### src/rtl/clock_core.sv
// Time-of-day and alarm register block: BCD hh:mm:ss counter driven by a 1 Hz tick,
// five-state set/alarm mode FSM and a single-cycle alarm_hit pulse.
module clock_core #(
    parameter int unsigned ALARM_H_INIT = 7,
    parameter int unsigned ALARM_M_INIT = 0
) (
    input  logic       clk,
    input  logic       rst,
    input  logic       second,
    input  logic       key_mode,
    input  logic       key_inc,
    input  logic       key_alarm,
    output logic [1:0] hour_t,
    output logic [3:0] hour_o,
    output logic [2:0] min_t,
    output logic [3:0] min_o,
    output logic [2:0] sec_t,
    output logic [3:0] sec_o,
    output logic [2:0] mode,
    output logic       alarm_en,
    output logic       alarm_hit
);

    typedef enum logic [2:0] {
        RUN    = 3'd0,
        SET_H  = 3'd1,
        SET_M  = 3'd2,
        SET_AH = 3'd3,
        SET_AM = 3'd4
    } state_t;

    localparam logic [5:0] ALARM_H_RST = {2'(ALARM_H_INIT / 10), 4'(ALARM_H_INIT % 10)};
    localparam logic [6:0] ALARM_M_RST = {3'(ALARM_M_INIT / 10), 4'(ALARM_M_INIT % 10)};
    localparam logic [6:0] BCD_59      = {3'd5, 4'd9};

    state_t state, state_nxt;

    logic       time_run, clr_sec, inc_h, inc_m, inc_ah, inc_am, tick;
    logic [5:0] alarm_h, alarm_h_nxt;
    logic [6:0] alarm_m, alarm_m_nxt;
    logic [5:0] h_cur, h_inc, h_nxt;
    logic [6:0] m_cur, m_inc, m_nxt;
    logic [6:0] s_cur, s_inc, s_nxt;
    logic       hit_nxt;

    // BCD hour increment, 23 wraps to 00
    function automatic logic [5:0] hour_next(input logic [5:0] h);
        if (h == {2'd2, 4'd3})
            return '0;
        else if (h[3:0] == 4'd9)
            return {h[5:4] + 2'd1, 4'd0};
        else
            return {h[5:4], h[3:0] + 4'd1};
    endfunction

    // BCD minute/second increment, 59 wraps to 00
    function automatic logic [6:0] sixty_next(input logic [6:0] v);
        if (v[3:0] == 4'd9) begin
            if (v[6:4] == 3'd5)
                return '0;
            else
                return {v[6:4] + 3'd1, 4'd0};
        end
        return {v[6:4], v[3:0] + 4'd1};
    endfunction

    always_ff @(posedge clk) begin
        if (rst)
            state <= RUN;
        else
            state <= state_nxt;
    end

    always_comb begin
        state_nxt = state;
        if (key_mode) begin
            case (state)
                RUN:     state_nxt = SET_H;
                SET_H:   state_nxt = SET_M;
                SET_M:   state_nxt = SET_AH;
                SET_AH:  state_nxt = SET_AM;
                SET_AM:  state_nxt = RUN;
                default: state_nxt = RUN;
            endcase
        end
    end

    // key_inc is discarded whenever key_mode is sampled in the same cycle
    always_comb begin
        mode     = state;
        time_run = (state == RUN) || (state == SET_AH) || (state == SET_AM);
        clr_sec  = (state == RUN) && key_mode;
        inc_h    = (state == SET_H)  && key_inc && !key_mode;
        inc_m    = (state == SET_M)  && key_inc && !key_mode;
        inc_ah   = (state == SET_AH) && key_inc && !key_mode;
        inc_am   = (state == SET_AM) && key_inc && !key_mode;
    end

    assign tick  = time_run && second;
    assign h_cur = {hour_t, hour_o};
    assign m_cur = {min_t, min_o};
    assign s_cur = {sec_t, sec_o};
    assign h_inc = hour_next(h_cur);
    assign m_inc = sixty_next(m_cur);
    assign s_inc = sixty_next(s_cur);

    // Ticks only occur in run modes and key increments only in set modes, so they never collide
    always_comb begin
        h_nxt = h_cur;
        m_nxt = m_cur;
        s_nxt = s_cur;
        if (tick) begin
            s_nxt = s_inc;
            if (s_cur == BCD_59) begin
                m_nxt = m_inc;
                if (m_cur == BCD_59)
                    h_nxt = h_inc;
            end
        end
        if (inc_h)
            h_nxt = h_inc;
        if (inc_m)
            m_nxt = m_inc;
        if (clr_sec)
            s_nxt = '0;
        hit_nxt = tick && (s_cur == BCD_59) && alarm_en &&
                  (h_nxt == alarm_h) && (m_nxt == alarm_m);
        alarm_h_nxt = inc_ah ? hour_next(alarm_h) : alarm_h;
        alarm_m_nxt = inc_am ? sixty_next(alarm_m) : alarm_m;
    end

    always_ff @(posedge clk) begin
        if (rst) begin
            {hour_t, hour_o} <= '0;
            {min_t, min_o}   <= '0;
            {sec_t, sec_o}   <= '0;
            alarm_h          <= ALARM_H_RST;
            alarm_m          <= ALARM_M_RST;
            alarm_en         <= 1'b0;
            alarm_hit        <= 1'b0;
        end else begin
            {hour_t, hour_o} <= h_nxt;
            {min_t, min_o}   <= m_nxt;
            {sec_t, sec_o}   <= s_nxt;
            alarm_h          <= alarm_h_nxt;
            alarm_m          <= alarm_m_nxt;
            alarm_en         <= alarm_en ^ key_alarm;
            alarm_hit        <= hit_nxt;
        end
    end

endmodule

### config.mk
export PLATFORM = sky130hd
export DESIGN_NAME = clock_core
export DESIGN_NICKNAME = d
export VERILOG_FILES = /design/src/rtl/clock_core.sv
export SDC_FILE = /design/constraint.sdc
export NUM_CORES = 1
export LEC_CHECK = 0
export ABC_AREA = 1
export BUFFER_PORTS_ARGS = -buffer_cell sky130_fd_sc_hd__buf_2
export CELL_PAD_IN_SITES_DETAIL_PLACEMENT = 1
export CELL_PAD_IN_SITES_GLOBAL_PLACEMENT = 2
export CORE_MARGIN = 3
export CORE_UTILIZATION = 30
export CTS_CLUSTER_DIAMETER = 60
export DETAILED_ROUTE_END_ITERATION = 8
export GPL_TIMING_DRIVEN = 1
export PLACE_DENSITY_LB_ADDON = 0.08
export SETUP_SLACK_MARGIN = 0.05
export SYNTH_ARGS = -nofsm -noshare
export SYNTH_HDL_FRONTEND = slang
export SYNTH_SLANG_ARGS = --single-unit
### constraint.sdc
create_clock -name clk -period 2.2 [get_ports clk]
set_clock_uncertainty 0.05 [all_clocks]
set_input_delay 0.11 -clock clk [delete_from_list [all_inputs] [get_ports clk]]
set_output_delay 0.11 -clock clk [all_outputs]
set_load 0.05 [all_outputs]
==> impl_metrics.env <==
export IMPL_run_status="finished, final reports clean"
export IMPL_track_usage_pct=14.9
export IMPL_viasPerCell=4.56
export IMPL_drt_iter0_drc=54
export IMPL_cpPeakStageDelay_ps=340
export IMPL_min_period_over_period_pct=89.2
export IMPL_switching_share_pct=27.2
export IMPL_stdcell_count=469
export IMPL_fp_dieH_um=90.7
export IMPL_cp_max_fo=5
export IMPL_crit_chain="inv_1, ha_1, nand2_2, nor2_4, nand2_2, nor2_4, nand2_4, nand2_4, nand2_1, nand2_2, nor2_1, nor2_1, nand2_1, nor2_2, nand2_1, nor2_1"
export IMPL_antenna_found_initial=0
export IMPL_rrSetupSlack_ps=240
export IMPL_wl_per_cell_um=12.7
export IMPL_start_util_pct=31.3
export IMPL_ff2ff_path_depth=16
export IMPL_whs_path_depth=3
export IMPL_synth_nets=344
export IMPL_intPower_w=0.000955
export IMPL_final_cell_mix="77 x nand2_1, 49 x inv_1, 42 x nor2_1"
export IMPL_clock_latency_ps=290
export IMPL_setup_violations_final=0
export IMPL_worst_slew_pin_slew_ps=360
export IMPL_cp_start_kind="flip-flop"
export IMPL_ys_seq_area_share_pct=35.3
export IMPL_fmax_mhz=509
export IMPL_clockPowerShare_pct=35.3
export IMPL_ys_ff_latch=38
export IMPL_boundaryPins=31
export IMPL_vias=2140
export IMPL_p_leak_nw=1.20
export IMPL_dr_pass1_iters=4
export IMPL_cts_tree="built"
export IMPL_drc=0
export IMPL_grt_max_degree=25
export IMPL_fillers=921
export IMPL_final_common_cell="nand2_1"
export IMPL_syn_area_um2=2150
export IMPL_fp_dieW_um=90.7
export IMPL_cts_max_level=2
export IMPL_reg2reg_to="alarm_hit"
export IMPL_tns_ps=0
export IMPL_period_minus_slack_ps=1960
export IMPL_min_path_type="in -> reg"
export IMPL_row_count=30
export IMPL_rsz0062_at_grt="no"
export IMPL_diodes=0
export IMPL_critPathSlowestCell="dfxtp_2"
export IMPL_dp_hpwl_um=4670
export IMPL_clock_sinks=38
export IMPL_p_comb_share_pct=10.5
export IMPL_p_per_area_nw_per_um2=510
export IMPL_cts_root_buf="clkbuf_8"
export IMPL_synth_cells=332
export IMPL_gr_total_overflow=0
export IMPL_clk_path_buf_depth=2
export IMPL_criticalPathCategory="reg -> reg"
export IMPL_power_switching_w=0.000358
export IMPL_arrival_ps=2150
export IMPL_crit_path_end_kind="flip-flop"
export IMPL_io_buffers=30
export IMPL_ir_drop_mv=0.174
export IMPL_drv_slew=0
export IMPL_die_area_um2=8230
export IMPL_core_um2=6870
export IMPL_gp_congestion=0.769
export IMPL_seq_power_share_pct=54.2
export IMPL_nNetsFinal=385
export IMPL_cap_violations=0
export IMPL_route_final_wire_length_um=5980
export IMPL_critPathCapture="alarm_hit"
export IMPL_register_area_um2=763
export IMPL_r2r_start="min_o[1]"
export IMPL_hold_viol=0
export IMPL_ctsHoldBuffers=0
export IMPL_required_ps=2380
export IMPL_grt_pass1_wl_um=10000
export IMPL_detail_route_antenna_nets=0
export IMPL_ys_warn_count=0
export IMPL_crit_start="min_o[1]"
export IMPL_cts_made_buffers=5
export IMPL_synth_cell_type_count=29
export IMPL_layout_drive_gt1_share_pct=17.7
export IMPL_place_inst=457
export IMPL_synth_area_per_cell_um2=6.48
export IMPL_path_clk_slew_ps=80
export IMPL_multi_input_area_um2=1230
export IMPL_grt_pass1_vias=2053
export IMPL_area_growth_pct=19.6
export IMPL_max_slew_margin_pct=76.0
synth_stat cells:
library cell   n  area, um2
nand2_1       80        300
o21ai_1        1       5.00
nand3b_1       2       15.0
o31ai_1        1       7.51
o21ai_2        1       8.76
inv_2          1       3.75
a21oi_4        1       16.3
o21ai_0       15       75.1
clkbuf_1       3       11.3
a21oi_1       22        110
o41ai_1        1       8.76
xor2_1         3       26.3
nor2_2         5       31.3
o211ai_1       2       15.0
nand2_4        4       45.0
nor2_1        44        165
nand3_2        1       10.0
xnor2_1        1       8.76
nand4_1        2       12.5
nand3_1       33        165
nor3_1         8       40.0
ha_1           6       75.1
dfxtp_1       38        761
and3_1         1       6.26
and2_1         2       12.5
a211oi_1       1       7.51
or2_0          1       6.26
nand2_2        3       18.8
inv_1         49        184
cell type report:
cell class                 instances  share of cell area (%)
clock buffer                       7                    2.97
inverter                          50                    7.29
multi-input combinational        242                    47.8
sequential                        38                    29.7
tap                               96                    4.67
timing repair buffer              36                    7.58
per-stage QoR:
step                setup slack [ps]  hold slack [ps]  util, %  instance area, um2  total power (W)
finish                           237             8.47     37.5                2570          0.00131
detailed placement              33.5              319     35.3                2430         0.000863
global placement                 144              299     35.3                2430         0.000863
CTS                             74.7             4.91     36.6                2510          0.00133
floorplan                        139              154        -                2150         0.000825
global route                    55.7             28.5     37.5                2570          0.00140
cells by family after synthesis:
group	synth area share, %
flip-flops	35.3
buffers and inverters	9.24
AND/OR/NAND/NOR	38.5
XOR/XNOR	1.63
adder cells (fa/ha/maj)	3.49
AO/OA/AOI/OAI	11.8
sequential cells by signal, summed over array words and instances, names as in the netlist:
signal	flops
alarm_en	1
alarm_h	6
alarm_hit	1
alarm_m	7
hour_o	4
hour_t	2
min_o	4
min_t	3
mode	3
sec_o	4
sec_t	3
routing by layer:
layer  part of all wire [%]  global-route usage (%)  vias up
met1                     51                    20.5      957
met3                    3.6                    3.33        9
met2                     43                    22.7       32
met5                      0                       0        -
met4                    1.6                    5.10        0
li1                       -                       -     1142
power groups by stage:
stage / registers [W] / clock network, W / logic (W)
after CTS: 0.000712 / 0.000488 / 0.000135
after floorplan: 0.000760 / 0 / 0.0000654
after global placement: 0.000728 / 0 / 0.000135
after global routing: 0.000714 / 0.000529 / 0.000154
after detailed placement: 0.000728 / 0 / 0.000135
final: 0.000712 / 0.000463 / 0.000138
timing repair:
action,in CTS,in global routing
buffers inserted,0,4
gates resized for setup,2,8
pin swaps,0,5
endpoints found under the setup margin,1,1
gates cloned,0,1
worst max-delay path, delay by kind of cell, from the launching register on:
kind,cells,cell delay [ps]
adder cells (fa/ha/maj),1,150
buffers and inverters,1,70
flip-flops,1,340
AND/OR/NAND/NOR,14,1290
worst min path at each step:
stage / from / to / slack (ps)
final: key_alarm / alarm_en / 8
after global routing: key_alarm / alarm_en / 30
after global placement: key_alarm / alarm_en / 300
after detailed placement: key_alarm / alarm_en / 320
after floorplan: key_mode / mode[2] / 150
after CTS: key_alarm / alarm_en / 5
Note: power is estimated with default switching activity, not from simulation.
